### src/rtl/tim_hfsm.sv
// Horizontal CCD timing FSM: parks H clocks for THD after vact rises, runs dummy and
// active pixels, then overscan; emits ADC-aligned pixel strobes through a fixed delay line.
module tim_hfsm #(
    parameter int THD     = 180,
    parameter int ADC_LAT = 8,
    parameter int DEF_DUM = 24,
    parameter int DEF_ACT = 2456
) (
    input  logic        clk,
    input  logic        rst,
    input  logic        vact,
    input  logic        sel,
    input  logic [1:0]  a,
    input  logic [7:0]  d,
    input  logic        we,
    output logic        h_run,
    output logic        rg_en,
    output logic        pix_valid,
    output logic [11:0] pix_x,
    output logic        line_done,
    output logic        line_abort,
    output logic        busy
);

    typedef enum logic [2:0] {
        S_IDLE,
        S_HOLD,
        S_DUMMY,
        S_ACTIVE,
        S_OVER
    } state_t;

    typedef struct packed {
        logic        valid;
        logic        last;
        logic [11:0] x;
    } pix_t;

    localparam logic [11:0] LP_DEF_ACT = 12'(DEF_ACT);
    localparam logic [7:0]  LP_DEF_DUM = 8'(DEF_DUM);
    localparam logic [11:0] LP_THD_M1  = 12'(THD - 1);

    state_t      r_state;
    logic [11:0] r_cnt;
    logic [11:0] r_act;
    logic [7:0]  r_dum;
    logic [11:0] r_act_sh;
    logic [7:0]  r_dum_sh;
    logic        r_h_run;
    logic        r_rg_en;
    logic        r_line_abort;
    pix_t        r_pipe [ADC_LAT];

    logic [11:0] w_act_wr;
    logic        w_abort;
    pix_t        w_push;

    // NOTE: every variable assigned in always_comb gets a default first, so no path can infer a latch.
    always_comb begin
        w_act_wr = r_act;
        if (a == 2'd1) begin
            w_act_wr = {d[3:0], r_act[7:0]};
        end else if (a == 2'd2) begin
            w_act_wr = {r_act[11:8], d};
        end
    end

    // NOTE: sequential state is only ever assigned with <=, so every flop sees pre-edge values.
    always_ff @(posedge clk) begin
        if (rst) begin
            r_act <= LP_DEF_ACT;
            r_dum <= LP_DEF_DUM;
        end else if (sel && we) begin
            case (a)
                2'd1, 2'd2: r_act <= (w_act_wr == 12'd0) ? 12'd1 : w_act_wr;
                2'd3:       r_dum <= d;
                default:    ;
            endcase
        end
    end

    assign w_abort = !vact && (r_state == S_HOLD || r_state == S_DUMMY || r_state == S_ACTIVE);

    always_comb begin
        w_push = '0;
        if (r_state == S_ACTIVE) begin
            w_push.valid = 1'b1;
            w_push.last  = (r_cnt == 12'd0);
            w_push.x     = r_act_sh - 12'd1 - r_cnt;
        end
    end

    always_ff @(posedge clk) begin
        if (rst) begin
            r_state      <= S_IDLE;
            r_cnt        <= 12'd0;
            r_act_sh     <= LP_DEF_ACT;
            r_dum_sh     <= LP_DEF_DUM;
            r_h_run      <= 1'b0;
            r_rg_en      <= 1'b0;
            r_line_abort <= 1'b0;
            // NOTE: the delay line is reset (unlike a RAM) because an abort must flush it in one edge anyway.
            for (int i = 0; i < ADC_LAT; i++) r_pipe[i] <= '0;
        end else begin
            r_h_run      <= (r_state == S_DUMMY || r_state == S_ACTIVE || r_state == S_OVER);
            r_rg_en      <= (r_state == S_DUMMY || r_state == S_ACTIVE);
            r_line_abort <= w_abort;

            r_pipe[0] <= w_push;
            for (int i = 1; i < ADC_LAT; i++) r_pipe[i] <= r_pipe[i-1];

            case (r_state)
                S_IDLE: begin
                    if (vact) begin
                        r_state  <= S_HOLD;
                        r_cnt    <= LP_THD_M1;
                        r_act_sh <= r_act;
                        r_dum_sh <= r_dum;
                    end
                end
                S_HOLD: begin
                    if (r_cnt != 12'd0) begin
                        r_cnt <= r_cnt - 12'd1;
                    end else if (r_dum_sh == 8'd0) begin
                        r_state <= S_ACTIVE;
                        r_cnt   <= r_act_sh - 12'd1;
                    end else begin
                        r_state <= S_DUMMY;
                        r_cnt   <= {4'd0, r_dum_sh} - 12'd1;
                    end
                end
                S_DUMMY: begin
                    if (r_cnt != 12'd0) begin
                        r_cnt <= r_cnt - 12'd1;
                    end else begin
                        r_state <= S_ACTIVE;
                        r_cnt   <= r_act_sh - 12'd1;
                    end
                end
                S_ACTIVE: begin
                    if (r_cnt != 12'd0) r_cnt <= r_cnt - 12'd1;
                    else                r_state <= S_OVER;
                end
                S_OVER: begin
                    if (!vact) r_state <= S_IDLE;
                end
                default: r_state <= S_IDLE;
            endcase

            // Abort overrides the normal transition and drops every in-flight pixel.
            if (w_abort) begin
                r_state <= S_IDLE;
                r_cnt   <= 12'd0;
                for (int i = 0; i < ADC_LAT; i++) r_pipe[i] <= '0;
            end
        end
    end

    assign h_run      = r_h_run;
    assign rg_en      = r_rg_en;
    assign pix_valid  = r_pipe[ADC_LAT-1].valid;
    assign pix_x      = r_pipe[ADC_LAT-1].x;
    assign line_done  = r_pipe[ADC_LAT-1].last;
    assign line_abort = r_line_abort;
    assign busy       = (r_state != S_IDLE);

endmodule

### config.mk
export PLATFORM = sky130hd
export DESIGN_NAME = tim_hfsm
export DESIGN_NICKNAME = d
export VERILOG_FILES = /design/src/rtl/tim_hfsm.sv
export SDC_FILE = /design/constraint.sdc
export NUM_CORES = 1
export LEC_CHECK = 0
export CAP_MARGIN = 30
export CORE_ASPECT_RATIO = 0.8
export CORE_MARGIN = 2
export CORE_UTILIZATION = 35
export CTS_CLUSTER_DIAMETER = 30
export CTS_CLUSTER_SIZE = 40
export DETAILED_ROUTE_END_ITERATION = 7
export PLACE_DENSITY_LB_ADDON = 0.1
export SYNTH_ARGS = -nofsm -noshare
export SYNTH_HDL_FRONTEND = slang
export SYNTH_SLANG_ARGS = --single-unit
### constraint.sdc
create_clock -name clk -period 2.93 [get_ports clk]
set_input_delay 0.7325 -clock clk [delete_from_list [all_inputs] [get_ports clk]]
set_output_delay 0.7325 -clock clk [all_outputs]
set_load 0.05 [all_outputs]
# == Word level (Yosys, flattened, before mapping) ==
# Memories as Yosys holds them, arrays and structs flattened.
# Cells that the tools add are included.
# word_totals
register_bits,58
latch_bits,0
ram_bits,112
rom_bits,0
elab_cells,103
n_memories,1
# op_classes
addsub,4
multipliers,0
n_div,0
order_cmp,0
n_eq_ne,13
shift,0
mux,39
bitwise,16
n_reduce_logical,21
# memory_table
name,depth,width,rd,rd_ports_with_merged_regs,wr,line,source
r_pipe,8,14,8,0,8,52,pix_t r_pipe [ADC_LAT];
# op_table
cell,count
two-way mux 14 bit,17
two-way mux 12 bit,7
one-hot mux 12 bit (4 select lines),1
zero test 12 bit,2
"subtractor 12 x 1 -> 12 bit, second input constant",2
bitwise OR 1 bit,16
two-way mux 3 bit,5
one-hot mux 3 bit (5 select lines),1
nonzero test 12 bit,1
subtractor 12 bit,1
"inequality test 2 bit, second input constant",5
"subtractor 8 x 1 -> 9 bit, second input constant",1
zero test 8 bit,1
two-way mux 8 bit,1
two-way mux 1 bit,7
"== test 3 x 2 -> 1 bit, second input constant",2
AND reduction 2 bit,3
AND reduction 5 bit,1
"== test 2 bit, second input constant",2
logical OR 1 bit,4
nonzero test 4 bit,1
OR reduction 2 bit,2
"== test 3 x 1 -> 1 bit, second input constant",1
"== test 3 bit, second input constant",1
7 further kinds,8

# == Logic depth before layout (Yosys ltp) ==
# depth
depth_word,8
mapped_depth,12
mapped_depth_nobuf,12

# == Least setup slack after synthesis ==
# OpenSTA, ideal clock, no wires.
# synth_timing
kind,reg2reg
start,register r_act_sh[0]
end,memory r_pipe[0][11] (netlist bit) (data pin)
setup_time_ns,0.266
arrival_ns,2.537
setup_slack_ns,0.127
stages_incl_launch_ff,13
path_buffers,1
synth_period_minus_slack_ns,2.803
cell_sequence,dfxtp_1 > or4_1 > buf_2 > nor2_1 > xnor2_1 > inv_1 > ha_1 > o21ai_0 > a21oi_1 > o21ai_0 > o31ai_1 > xnor2_1 > nor2_1
# synth_lines
item,line,source
"start, declared",47,logic [11:0] r_act_sh;
"start signal, assigned",117,r_act_sh <= r_act;
"end, declared",52,

==> flow_metrics.tcl <==
set metrics [dict create \
    status "finished, final reports clean" \
    worstPathRequired_ns 3.12 \
    cp_top_family "simple AND/OR/NAND/NOR gates" \
    io_buffers 32 \
    place_hpwl_mm 10.7 \
    setup_viol 0 \
    cpPeakStageDelay_ns 0.56 \
    drive_above_1_share 0.102 \
    diodes 0 \
    cts_tree "yes" \
    cp-end-kind "flip-flop" \
    utilization 0.439 \
    critPathKind "reg -> reg" \
    drt_iter0_drc 445 \
    dr.pass1.iters 5 \
    crit_chain "or4_4 -> nor4b_4 -> xor2_1 -> ha_1 -> a21o_1 -> a21o_1 -> a21oi_1 -> o31ai_2 -> xnor2_1 -> nor2_1" \
    p_leak_nw 3.42 \
    ir_drop_mv 0.315 \
    hold_class "reg -> reg" \
    synth_edf_count 56 \
    ant_nets 0 \
    path_buf_inv 0 \
    grt.total_usage 0.144 \
    max_freq_ghz 0.356 \
    cp_max_fo 4 \
    skew_ns 0.00772 \
    fin_crit_sh 0.957 \
    finalHoldViolCount 0 \
    power_mw 5.80 \
    crit_top_cell "a21o_1" \
    postSynth.asyncResetShare 0 \
    cts_root_buf "clkbuf_16" \
    grt_pass1_vias 4841 \
    seq_area_frac_synth 0.553 \
    critPathArrivalTime_ns 2.99 \
    crit_slowest_cell "or4_4" \
    overflow 0 \
    dieWidth_um 164 \
    dieArea_mm2 0.0217 \
    fp.coreArea_mm2 0.0200 \
    place_ws_ns 0.0356 \
    grt_first_pass_wirelength_mm 24.5 \
    period_minus_slack_ns 2.81 \
    use_met1 0.202 \
    seq_area_mm2 0.00397 \
    io_pins 33 \
    vias 5034 \
    area_growth_pct 22.2 \
    cts.path.max_buffers 2 \
    row_count 46 \
    wl_mm 14.7 \
    clkSlewWorstSetupHoldPaths_ns 0.07 \
    gp_congestion 0.884 \
    drc 0 \
    fin_nets 835 \
    dieHeight_um 132 \
    netlist_area_mm2 0.00717 \
    syn_avg_cell_area_um2 10.1 \
    placed_area_mm2 0.00805 \
    fin_area_mm2 0.00876 \
    ys_seq_elements 170 \
    cts_buffers 17 \
    cap_viol_max_count 0 \
    grt_use_met2 0.212 \
    wire_per_inst_um 13.7 \
    synth_flop_cell "dfxtp_1" \
    powerDensity_mw_per_mm2 662 \
    worstSkewPairLatency_ns 0.43 \
    synthCells 708 \
    yosys_warnings 0 \
    grt_busiest_layer "met2" \
    worst-slew-pin-transition_ns 0.808 \
    synth.distinct_cells 62 \
    start_util 0.359 \
    multi_input_area_mm2 0.00317 \
    slew_headroom 0.456 \
    cts-htree-levels 4 \
    avgViaCountPerCell 4.67 \
    startpoint_type "flip-flop" \
    hold_buffers 0 \
    grt_max_degree 77 \
    slew_viol_final 0 \
    antenna_found_initial 0 \
    use_met3 0.0484 \
    setup_slack_ns 0.125 \
    nFillCells 1856 \
    fin_setup_tns_ns 0 \
    cts_sinks 170 \
]
## state kept, by name, summed over array words and instances, names as in the netlist
signal and count:
r_dum_sh 8, r_pipe 112, r_act 12, r_dum 8, r_cnt 12, r_state 3, h_run 1, rg_en 1
r_act_sh 12, line_abort 1
## through the flow
stage	hold slack (ns)	cells
5_1_grt	0.438	1078
3_5_place_dp	0.411	1044
6_report	0.425	1078
2_1_floorplan	0.406	763
3_3_place_gp	0.411	1044
4_1_cts	0.429	1076
## power breakdown
group	total [mW]	switching (mW)	internal [mW]	leakage, nW
logic	0.865	0.510	0.355	1.61
clock network	2.33	1.07	1.26	0.313
registers	2.61	0.0620	2.54	1.50
## per-layer routing
metal  vias up  share of wire
li1       2560              -
met1      2379           0.51
met2        80           0.43
met3        15          0.043
met4         0          0.011
met5         -              0
## cell usage after synthesis (4+ instances only)
cell	n	share of area
ha_1	18	0.031
o31ai_1	4	0.0042
nor2b_1	7	0.0061
nor2_1	40	0.021
clkbuf_1	26	0.014
a21o_1	5	0.0052
nand3_1	23	0.016
dfxtp_1	114	0.32
o21ai_0	20	0.014
mux2i_1	4	0.0056
edfxtp_1	56	0.23
o21a_1	5	0.0052
and2_1	101	0.088
nor3_1	18	0.013
a211oi_1	4	0.0042
xnor2_1	20	0.024
o211ai_1	4	0.0042
xor2_1	4	0.0049
nand2_1	82	0.043
a22o_1	6	0.0073
inv_1	30	0.016
o22ai_1	6	0.0052
nor3b_1	4	0.0042
a21oi_1	37	0.026
buf_4	12	0.013
## placed cells by master (no fill, tap or decap), types with 3 or more instances in the layout
cell / Yosys / layout
clkinv_8: 0 / 4
nand3_1: 23 / 23
nor2_1: 40 / 39
inv_1: 30 / 30
a21oi_1: 37 / 35
dfxtp_1: 114 / 113
a211oi_1: 4 / 3
clkdlybuf4s50_1: 0 / 31
nor4_1: 3 / 3
xnor2_1: 20 / 18
o211a_1: 3 / 3
nor3_1: 18 / 18
edfxtp_1: 56 / 56
nor3b_1: 4 / 3
a22oi_1: 3 / 3
clkbuf_16: 0 / 19
o211ai_1: 4 / 4
and2_1: 101 / 101
buf_4: 12 / 27
a31oi_1: 3 / 3
mux2i_1: 4 / 4
a21o_1: 5 / 5
o31ai_1: 4 / 3
xor2_1: 4 / 3
inv_8: 0 / 5
o21a_1: 5 / 5
nand2b_1: 3 / 3
a22o_1: 6 / 6
nand2_1: 82 / 82
nor2b_1: 7 / 7
o21ai_0: 20 / 20
o22ai_1: 6 / 6
and3_1: 3 / 3
a211o_1: 3 / 3
conb_1: 1 / 56
ha_1: 18 / 18
## worst register-to-register path, stage by stage (launching register included)
cell     delay (ns)
dfxtp_1        0.38
or4_4          0.56
nor4b_4        0.28
xor2_1         0.23
ha_1           0.28
a21o_1         0.18
a21o_1         0.18
a21oi_1        0.18
o31ai_2        0.10
xnor2_1        0.15
nor2_1         0.05
## path summary, 6_finish.rpt
check | startpoint | end | slack (ns) | depth (start not counted)
setup / recovery | r_act_sh[6]$_SDFFE_PP0P_ | r_pipe[0][11]$_SDFFCE_PN0P_ | 0.12 | 10
hold / removal | r_pipe[1][1]$_SDFF_PN0_ | r_pipe[1][15]$_SDFF_PN0_ | 0.43 | 1
setup reg to reg | r_act_sh[6]$_SDFFE_PP0P_ | r_pipe[0][11]$_SDFFCE_PN0P_ | 0.12 | 10
hold reg to reg | r_pipe[1][1]$_SDFF_PN0_ | r_pipe[1][15]$_SDFF_PN0_ | 0.43 | 1
## logic make-up (layout without fill, tap and decap cells)
group / after synthesis / after routing / synth area share
multiplexers: 5 / 5 / 0.00715
other: 1 / 56 / 0.000523
adder cells (fa/ha/maj): 19 / 19 / 0.0342
AND/OR/NAND/NOR: 298 / 298 / 0.220
buffers and inverters: 71 / 122 / 0.0438
XOR/XNOR: 25 / 25 / 0.0316
AO/OA/AOI/OAI: 119 / 119 / 0.110
flip-flops: 170 / 170 / 0.553
## layout make-up
class,count,area share
inverters,30,0.0129
flip-flops and latches,170,0.453
well taps,264,0.0377
clock inverters,13,0.0184
multi-input cells,522,0.362
repair buffers,60,0.0618
clock buffers,19,0.0543
## repair_timing
action	CTS	global route
pin swaps	0	3
endpoints found under the setup margin	2	6
resized for setup	2	11
setup buffers	0	2
Power figures use the tool's default switching activity.
